===== config.mk =====
export PLATFORM = sky130hd
export DESIGN_NAME = cachepool_refill_unit
export DESIGN_NICKNAME = d
export VERILOG_FILES = /design/src/rtl/cachepool_pkg.sv /design/src/rtl/cachepool_refill_unit.sv
export SDC_FILE = /design/constraint.sdc
export NUM_CORES = 1
export LEC_CHECK = 0
export ABC_AREA = 1
export BUFFER_PORTS_ARGS = -buffer_cell sky130_fd_sc_hd__buf_2
export CELL_PAD_IN_SITES_DETAIL_PLACEMENT = 0
export CELL_PAD_IN_SITES_GLOBAL_PLACEMENT = 2
export CORE_AREA = 2 2 690 692
export DETAILED_ROUTE_END_ITERATION = 6
export DIE_AREA = 0 0 692 694
export PLACE_DENSITY = 0.31
export REMOVE_ABC_BUFFERS = 1
export SLEW_MARGIN = 20
export SYNTH_ARGS = -nofsm -noshare
export SYNTH_HDL_FRONTEND = slang
export SYNTH_SLANG_ARGS = --single-unit

===== constraint.sdc =====
create_clock -name clk_i -period 1.7 [get_ports clk_i]
set_input_delay 0.34 -clock clk_i [delete_from_list [all_inputs] [get_ports clk_i]]
set_output_delay 0.34 -clock clk_i [all_outputs]
set_load 0.01 [all_outputs]

===== src/rtl/cachepool_pkg.sv =====
// Shared types for the CachePool L1 refill path: line request/response records,
// the tile's wide AXI master channel types and the refill engine state encoding.
package cachepool_pkg;

    localparam int unsigned SpatzAxiDataWidth = 256;
    localparam int unsigned SpatzAxiAddrWidth = 32;
    localparam int unsigned SpatzAxiIdWidth   = 6;
    localparam int unsigned SpatzAxiUserWidth = 1;
    localparam int unsigned L1LineWidth       = 512;

    localparam logic [1:0] AxiBurstIncr = 2'b01;
    localparam logic [1:0] AxiRespOkay  = 2'b00;

    typedef struct packed {
        logic                           we;
        logic [SpatzAxiAddrWidth-1:0]   addr;
        logic [L1LineWidth-1:0]         data;
    } refill_req_t;

    typedef struct packed {
        logic [L1LineWidth-1:0] data;
        logic                   err;
    } refill_rsp_t;

    // Common AR/AW address channel payload.
    typedef struct packed {
        logic [SpatzAxiIdWidth-1:0]     id;
        logic [SpatzAxiAddrWidth-1:0]   addr;
        logic [7:0]                     len;
        logic [2:0]                     size;
        logic [1:0]                     burst;
        logic                           lock;
        logic [3:0]                     cache;
        logic [2:0]                     prot;
        logic [3:0]                     qos;
        logic [3:0]                     region;
        logic [SpatzAxiUserWidth-1:0]   user;
    } spatz_axi_out_ax_chan_t;

    typedef struct packed {
        logic [SpatzAxiDataWidth-1:0]   data;
        logic [SpatzAxiDataWidth/8-1:0] strb;
        logic                           last;
        logic [SpatzAxiUserWidth-1:0]   user;
    } spatz_axi_out_w_chan_t;

    typedef struct packed {
        logic [SpatzAxiIdWidth-1:0]     id;
        logic [1:0]                     resp;
        logic [SpatzAxiUserWidth-1:0]   user;
    } spatz_axi_out_b_chan_t;

    typedef struct packed {
        logic [SpatzAxiIdWidth-1:0]     id;
        logic [SpatzAxiDataWidth-1:0]   data;
        logic [1:0]                     resp;
        logic                           last;
        logic [SpatzAxiUserWidth-1:0]   user;
    } spatz_axi_out_r_chan_t;

    typedef struct packed {
        spatz_axi_out_ax_chan_t aw;
        logic                   aw_valid;
        spatz_axi_out_w_chan_t  w;
        logic                   w_valid;
        logic                   b_ready;
        spatz_axi_out_ax_chan_t ar;
        logic                   ar_valid;
        logic                   r_ready;
    } spatz_axi_out_req_t;

    typedef struct packed {
        logic                   aw_ready;
        logic                   ar_ready;
        logic                   w_ready;
        logic                   b_valid;
        spatz_axi_out_b_chan_t  b;
        logic                   r_valid;
        spatz_axi_out_r_chan_t  r;
    } spatz_axi_out_resp_t;

    typedef enum logic [2:0] {
        StIdle,
        StAr,
        StR,
        StAw,
        StW,
        StB,
        StRsp
    } refill_state_e;

endpackage


===== src/rtl/cachepool_refill_unit.sv =====
// Single-outstanding cache-line refill/writeback engine on the tile's wide AXI port.
// One line buffer serves both read-beat assembly and writeback data.
module cachepool_refill_unit
    import cachepool_pkg::*;
#(
    parameter int unsigned LineWidth    = L1LineWidth,
    parameter int unsigned AxiDataWidth = SpatzAxiDataWidth,
    parameter int unsigned AddrWidth    = SpatzAxiAddrWidth,
    parameter int unsigned NumBeats     = LineWidth / AxiDataWidth
) (
    input  logic                    clk_i,
    input  logic                    rst_i,
    input  logic                    req_valid_i,
    output logic                    req_ready_o,
    input  logic                    req_we_i,
    input  logic [AddrWidth-1:0]    req_addr_i,
    input  logic [LineWidth-1:0]    req_data_i,
    output logic                    rsp_valid_o,
    input  logic                    rsp_ready_i,
    output logic [LineWidth-1:0]    rsp_data_o,
    output logic                    rsp_err_o,
    output spatz_axi_out_req_t      axi_req_o,
    input  spatz_axi_out_resp_t     axi_rsp_i
);

    localparam int unsigned OffBits  = $clog2(LineWidth / 8);
    localparam int unsigned CntWidth = $clog2(NumBeats) + 1;
    localparam logic [CntWidth-1:0] LastBeat = CntWidth'(NumBeats - 1);
    localparam logic [CntWidth-1:0] CntSat   = CntWidth'(NumBeats);
    localparam logic [2:0]          AxSize   = 3'($clog2(AxiDataWidth / 8));

    refill_state_e          state_q, state_d;
    logic [LineWidth-1:0]   line_q, line_d;
    logic [AddrWidth-1:0]   addr_q, addr_d;
    logic [CntWidth-1:0]    beat_q, beat_d;
    logic                   err_q, err_d;

    logic [AxiDataWidth-1:0] w_data;
    spatz_axi_out_ax_chan_t  ax;

    always_ff @(posedge clk_i) begin
        if (rst_i) begin
            state_q <= StIdle;
            line_q  <= '0;
            addr_q  <= '0;
            beat_q  <= '0;
            err_q   <= 1'b0;
        end else begin
            state_q <= state_d;
            line_q  <= line_d;
            addr_q  <= addr_d;
            beat_q  <= beat_d;
            err_q   <= err_d;
        end
    end

    always_comb begin
        state_d = state_q;
        line_d  = line_q;
        addr_d  = addr_q;
        beat_d  = beat_q;
        err_d   = err_q;
        unique case (state_q)
            StIdle: begin
                if (req_valid_i) begin
                    addr_d  = {req_addr_i[AddrWidth-1:OffBits], OffBits'(0)};
                    line_d  = req_data_i;
                    beat_d  = '0;
                    err_d   = 1'b0;
                    state_d = req_we_i ? StAw : StAr;
                end
            end
            StAr: begin
                if (axi_rsp_i.ar_ready) state_d = StR;
            end
            StR: begin
                if (axi_rsp_i.r_valid) begin
                    // Beats beyond the line match no slot and are dropped.
                    for (int unsigned i = 0; i < NumBeats; i++) begin
                        if (beat_q == CntWidth'(i)) begin
                            line_d[i*AxiDataWidth +: AxiDataWidth] =
                                axi_rsp_i.r.data[AxiDataWidth-1:0];
                        end
                    end
                    if (beat_q != CntSat) beat_d = beat_q + CntWidth'(1);
                    if (axi_rsp_i.r.resp != AxiRespOkay) err_d = 1'b1;
                    if (axi_rsp_i.r.last) begin
                        if (beat_q != LastBeat) err_d = 1'b1;
                        state_d = StRsp;
                    end else if (beat_q >= LastBeat) begin
                        err_d = 1'b1;
                    end
                end
            end
            StAw: begin
                if (axi_rsp_i.aw_ready) state_d = StW;
            end
            StW: begin
                if (axi_rsp_i.w_ready) begin
                    beat_d = beat_q + CntWidth'(1);
                    if (beat_q == LastBeat) state_d = StB;
                end
            end
            StB: begin
                if (axi_rsp_i.b_valid) begin
                    if (axi_rsp_i.b.resp != AxiRespOkay) err_d = 1'b1;
                    state_d = StRsp;
                end
            end
            StRsp: begin
                if (rsp_ready_i) state_d = StIdle;
            end
            default: state_d = StIdle;
        endcase
    end

    always_comb begin
        w_data = '0;
        for (int unsigned i = 0; i < NumBeats; i++) begin
            if (beat_q == CntWidth'(i)) w_data = line_q[i*AxiDataWidth +: AxiDataWidth];
        end
    end

    always_comb begin
        ax       = '0;
        ax.addr  = SpatzAxiAddrWidth'(addr_q);
        ax.len   = 8'(NumBeats - 1);
        ax.size  = AxSize;
        ax.burst = AxiBurstIncr;
        ax.cache = 4'b0011;
    end

    always_comb begin
        axi_req_o          = '0;
        axi_req_o.ar       = ax;
        axi_req_o.aw       = ax;
        axi_req_o.ar_valid = (state_q == StAr);
        axi_req_o.r_ready  = (state_q == StR);
        axi_req_o.aw_valid = (state_q == StAw);
        axi_req_o.w_valid  = (state_q == StW);
        axi_req_o.w.data   = SpatzAxiDataWidth'(w_data);
        axi_req_o.w.strb   = '1;
        axi_req_o.w.last   = (beat_q == LastBeat);
        axi_req_o.b_ready  = (state_q == StB);
    end

    assign req_ready_o = (state_q == StIdle);
    assign rsp_valid_o = (state_q == StRsp);
    assign rsp_data_o  = line_q;
    assign rsp_err_o   = err_q;

    logic unused_sigs;
    assign unused_sigs = ^{req_addr_i[OffBits-1:0], axi_rsp_i.r.id, axi_rsp_i.r.user,
                           axi_rsp_i.b.id, axi_rsp_i.b.user};

endmodule


==> results.md <==
- Outcome: complete, but fails checks
- Violated checks: negative setup slack
- Pwr dens: 2310 nW/um^2
- Kind of critical path: flip-flop to output pin
- # setup viols final: 1225
- Synth cell count leaders: 2095 x nand2_1, 544 x dfxtp_1, 526 x nor2_1
- HP Class: input port to flip-flop
- Critical-path maximum fanout: 6
- Violation count after the first detailed-route iteration: 2312
- Hold endpoint: rsp_data_o[88]$_SDFFE_PP0P_
- Cell mode on critical path: buf_12
- Drt total wl: 367 mm
- GR Overflow Total: 0
- Initial core utilization: 6.52%
- Area of the multi-input gates: 17600 um^2
- #FFs+latches synth: 544
- Worst path top cell family by delay: buffers and inverters
- Number of max-cap violations: 0
- Worst slew margin relative to its limit: 63.1%
- Fin Clk Skew: 0.0683 ns
- Reg2Reg Depth: 13
- Measured slew at the worst slew-check pin: 0.553 ns
- Hold Crit Depth: 5
- Cell area after layout: 64200 um^2
- Avg Inst Size Synth: 6.05 um^2
- Largest net degree at the start of global routing: 54
- Initial antenna violation count: 82
- Synth area leaders: dfxtp_1 35%, nand2_1 25%, nor2_1 6.4%, o211ai_1 6.2%, nand3_1 4.7%
- Post-synth cell types: 26
- Worst EP arrival: 2.54 ns
- Die height: 694 um
- Area Overhead vs Synth: 108%
- Fin worst setup slack: -1.18 ns
- Final Cycle Share: 169%
- DIE WIDTH: 692 um
- Busiest grt layer: met2
- Routed len/inst: 26.0 um
- CTS sink cnt: 544
- EDFF count, synth: 0
- Register Area: 10900 um^2
- Worst Path Required: 1.36 ns
- DRC Markers: 0
- Met2 Use GR: 27.1%
- Cells after synthesis: 5107
- First-pass GRT wire length: 466 mm
- Met3 GRT Util: 3.86%
- Worst path slowest cell: dfxtp_2
- Std-Cell Rows: 253
- I/O pin count: 1775
- R2R Path End: rsp_data_o[221]$_SDFFE_PP0P_
- Mapped Area: 30900 um^2
- Leading area contributor after synthesis: dfxtp_1
- Vias/cell: 3.13
- Tmin final: 2.88 ns
- Die Area: 480000 um^2
- DP Area: 49800 um^2
- CTS clk-pin slew, worst paths: 0.05 ns
- Core area: 473000 um^2
- Fillers: 55200
- CTS tree: built
- Root Driver: clkbuf_16
- Worst hold start: req_data_i[88]
- CP endpoint kind: output pin
- Met1 Track Usage GR: 16.6%
- GP Congestion: 0.831
- Worst r2r src: beat_q[0]$_SDFFE_PP0P_
- FFs w/ async S/R, synth: 0%
- Fmax: 0.347 GHz
- Leakage Power: 30.6 nW
- Drt pass-1 iters: 7
- Crit path largest cell delay: 0.34 ns
- Gr usage total: 14.5%
- Sequential area share after synthesis: 35.3%
- Count leader, synth: nand2_1
- Worst Hold Slack: 0.0637 ns
- Post-DP HPWL: 309 mm
- Clk buf depth: 4
- Layout cells sized above 1: 32.9%
- H-tree levels: 3
- RSZ-0062 raised after global routing: true
- Num CTS Buffers: 99
- Startpoint Class: flip-flop
- Most used DFF post-synth: dfxtp_1
- Final ANT Viol Nets: 0
- Syn. warnings: 0
- Crit path buf inv count: 7
- Slew Viols, Final: 0
- Vias: 44200
- Worst VDD drop: 0.840 mV
- Top cell type's share of synthesized area: 35.3%
- Final nets: 8623
- Crit-path cells: buf_6, inv_4, ha_4, buf_4, buf_12, buf_12, clkbuf_16, nand3_1, o21ai_1, buf_2
- Fin. Hold Viols: 0
- Internal reg-to-reg setup slack: -0.75 ns
- Port bufs: 1637
- Vias in the first global route: 46200
- Clk_lat worst skew: 0.88 ns
[worst register-to-register path: stages (launching register included)]
cell and delay (ns):
dfxtp_2 0.36, buf_6 0.12, inv_4 0.04, ha_4 0.18
buf_12 0.15, clkbuf_16 0.22, buf_6 0.15, buf_12 0.11
buf_4 0.13, o21ai_4 0.20, buf_12 0.24, buf_12 0.24
nand2_1 0.12, a21oi_1 0.13
[cell usage in the layout, fill, tap and decap left out, types with 4 or more instances in the layout]
cell,count
inv_1,271
buf_4,468
dlygate4sd3_1,766
clkbuf_16,114
inv_8,4
buf_2,1501
clkinv_2,10
o21ai_1,123
o21ai_4,12
a21oi_1,288
nor2_1,526
nand3_4,19
buf_12,137
o21ai_0,44
nand2_1,2095
nand3_1,209
clkbuf_8,24
o211ai_1,256
diode_2,34
dfxtp_1,542
buf_16,18
conb_1,117
nand3_2,64
buf_6,98
clkbuf_1,24
buf_8,12
o21ai_2,85
[power by group]
group | switching (mW) | leakage, nW | internal (mW)
combinational | 65.3 | 24.6 | 38.3
sequential | 5.79 | 4.50 | 18.0
clock | 8.56 | 1.53 | 12.1
[worst max path at each step]
stage / from / endpoint / slack, ns / cells after the start
6_report: beat_q[0]$_SDFFE_PP0P_ / axi_req_o[154] / -1.18 / 10
5_1_grt: beat_q[0]$_SDFFE_PP0P_ / axi_req_o[119] / -1.30 / 10
4_1_cts: beat_q[1]$_SDFFE_PP0P_ / axi_req_o[162] / -1.29 / 8
3_5_place_dp: beat_q[1]$_SDFFE_PP0P_ / axi_req_o[276] / -0.65 / 9
3_3_place_gp: beat_q[1]$_SDFFE_PP0P_ / axi_req_o[324] / -0.70 / 8
2_1_floorplan: beat_q[0]$_SDFFE_PP0P_ / rsp_data_o[0]$_SDFFE_PP0P_ / -18.39 / 5
[cell type report]
| cell class | count | share of cell area (%) |
|---|---|---|
| antenna | 34 | 0.133 |
| clock buffer | 149 | 4.59 |
| clock inverter | 17 | 0.236 |
| inverter | 277 | 1.67 |
| multi-input combinational | 3852 | 27.4 |
| sequential | 544 | 17.0 |
| tap | 6247 | 12.2 |
| timing repair buffer | 3016 | 36.8 |
[through the flow]
step,total power [mW],setup TNS [ns],cells,setup WS [ns],utilization [%]
after floorplan,37.9,-9411.91,4673,-18.39,-
after global placement,117,-301.72,13100,-0.704,10.5
after detailed placement,117,-286.50,13100,-0.650,10.5
after CTS,149,-634.75,14100,-1.29,13.2
after global routing,160,-732.73,14100,-1.30,13.6
final,148,-563.96,14100,-1.18,13.6
[state kept, by name (all words and copies together), names as in the netlist]
name        cells
state_q         3
rsp_err_o       1
addr_q         26
rsp_data_o    512
beat_q          2
[timing repair]
action / CTS / global route
resized for setup: 367 / 388
endpoints found under the hold margin: 529 / 0
hold buffers: 766 / 0
cloned: 12 / 13
pin swaps: 12 / 17
setup buffers: 53 / 31
endpoints found under the setup margin: 1373 / 1370
[kinds of logic (layout without fill, tap and decap cells)]
| kind of cell | after synthesis | after routing | synth area share, % |
|---|---|---|---|
| AOI/OAI and AO/OA | 808 | 808 | 15.2 |
| xor gates and xnor gates | 1 | 1 | 0.0284 |
| adders and majority gates | 4 | 4 | 0.162 |
| buffers and inverters | 826 | 3459 | 12.5 |
| DFF | 544 | 544 | 35.3 |
| other | 2 | 151 | 0.0243 |
| and+or+nand+nor | 2922 | 2922 | 36.8 |
[layer usage]
| metal | vias up | wire length (um) |
|---|---|---|
| met5 | - | 172 |
| met4 | 28 | 6180 |
| met3 | 244 | 23200 |
| met2 | 1317 | 190000 |
| met1 | 21200 | 148000 |
| li1 | 21400 | - |
(Power assumes the default switching activity.)
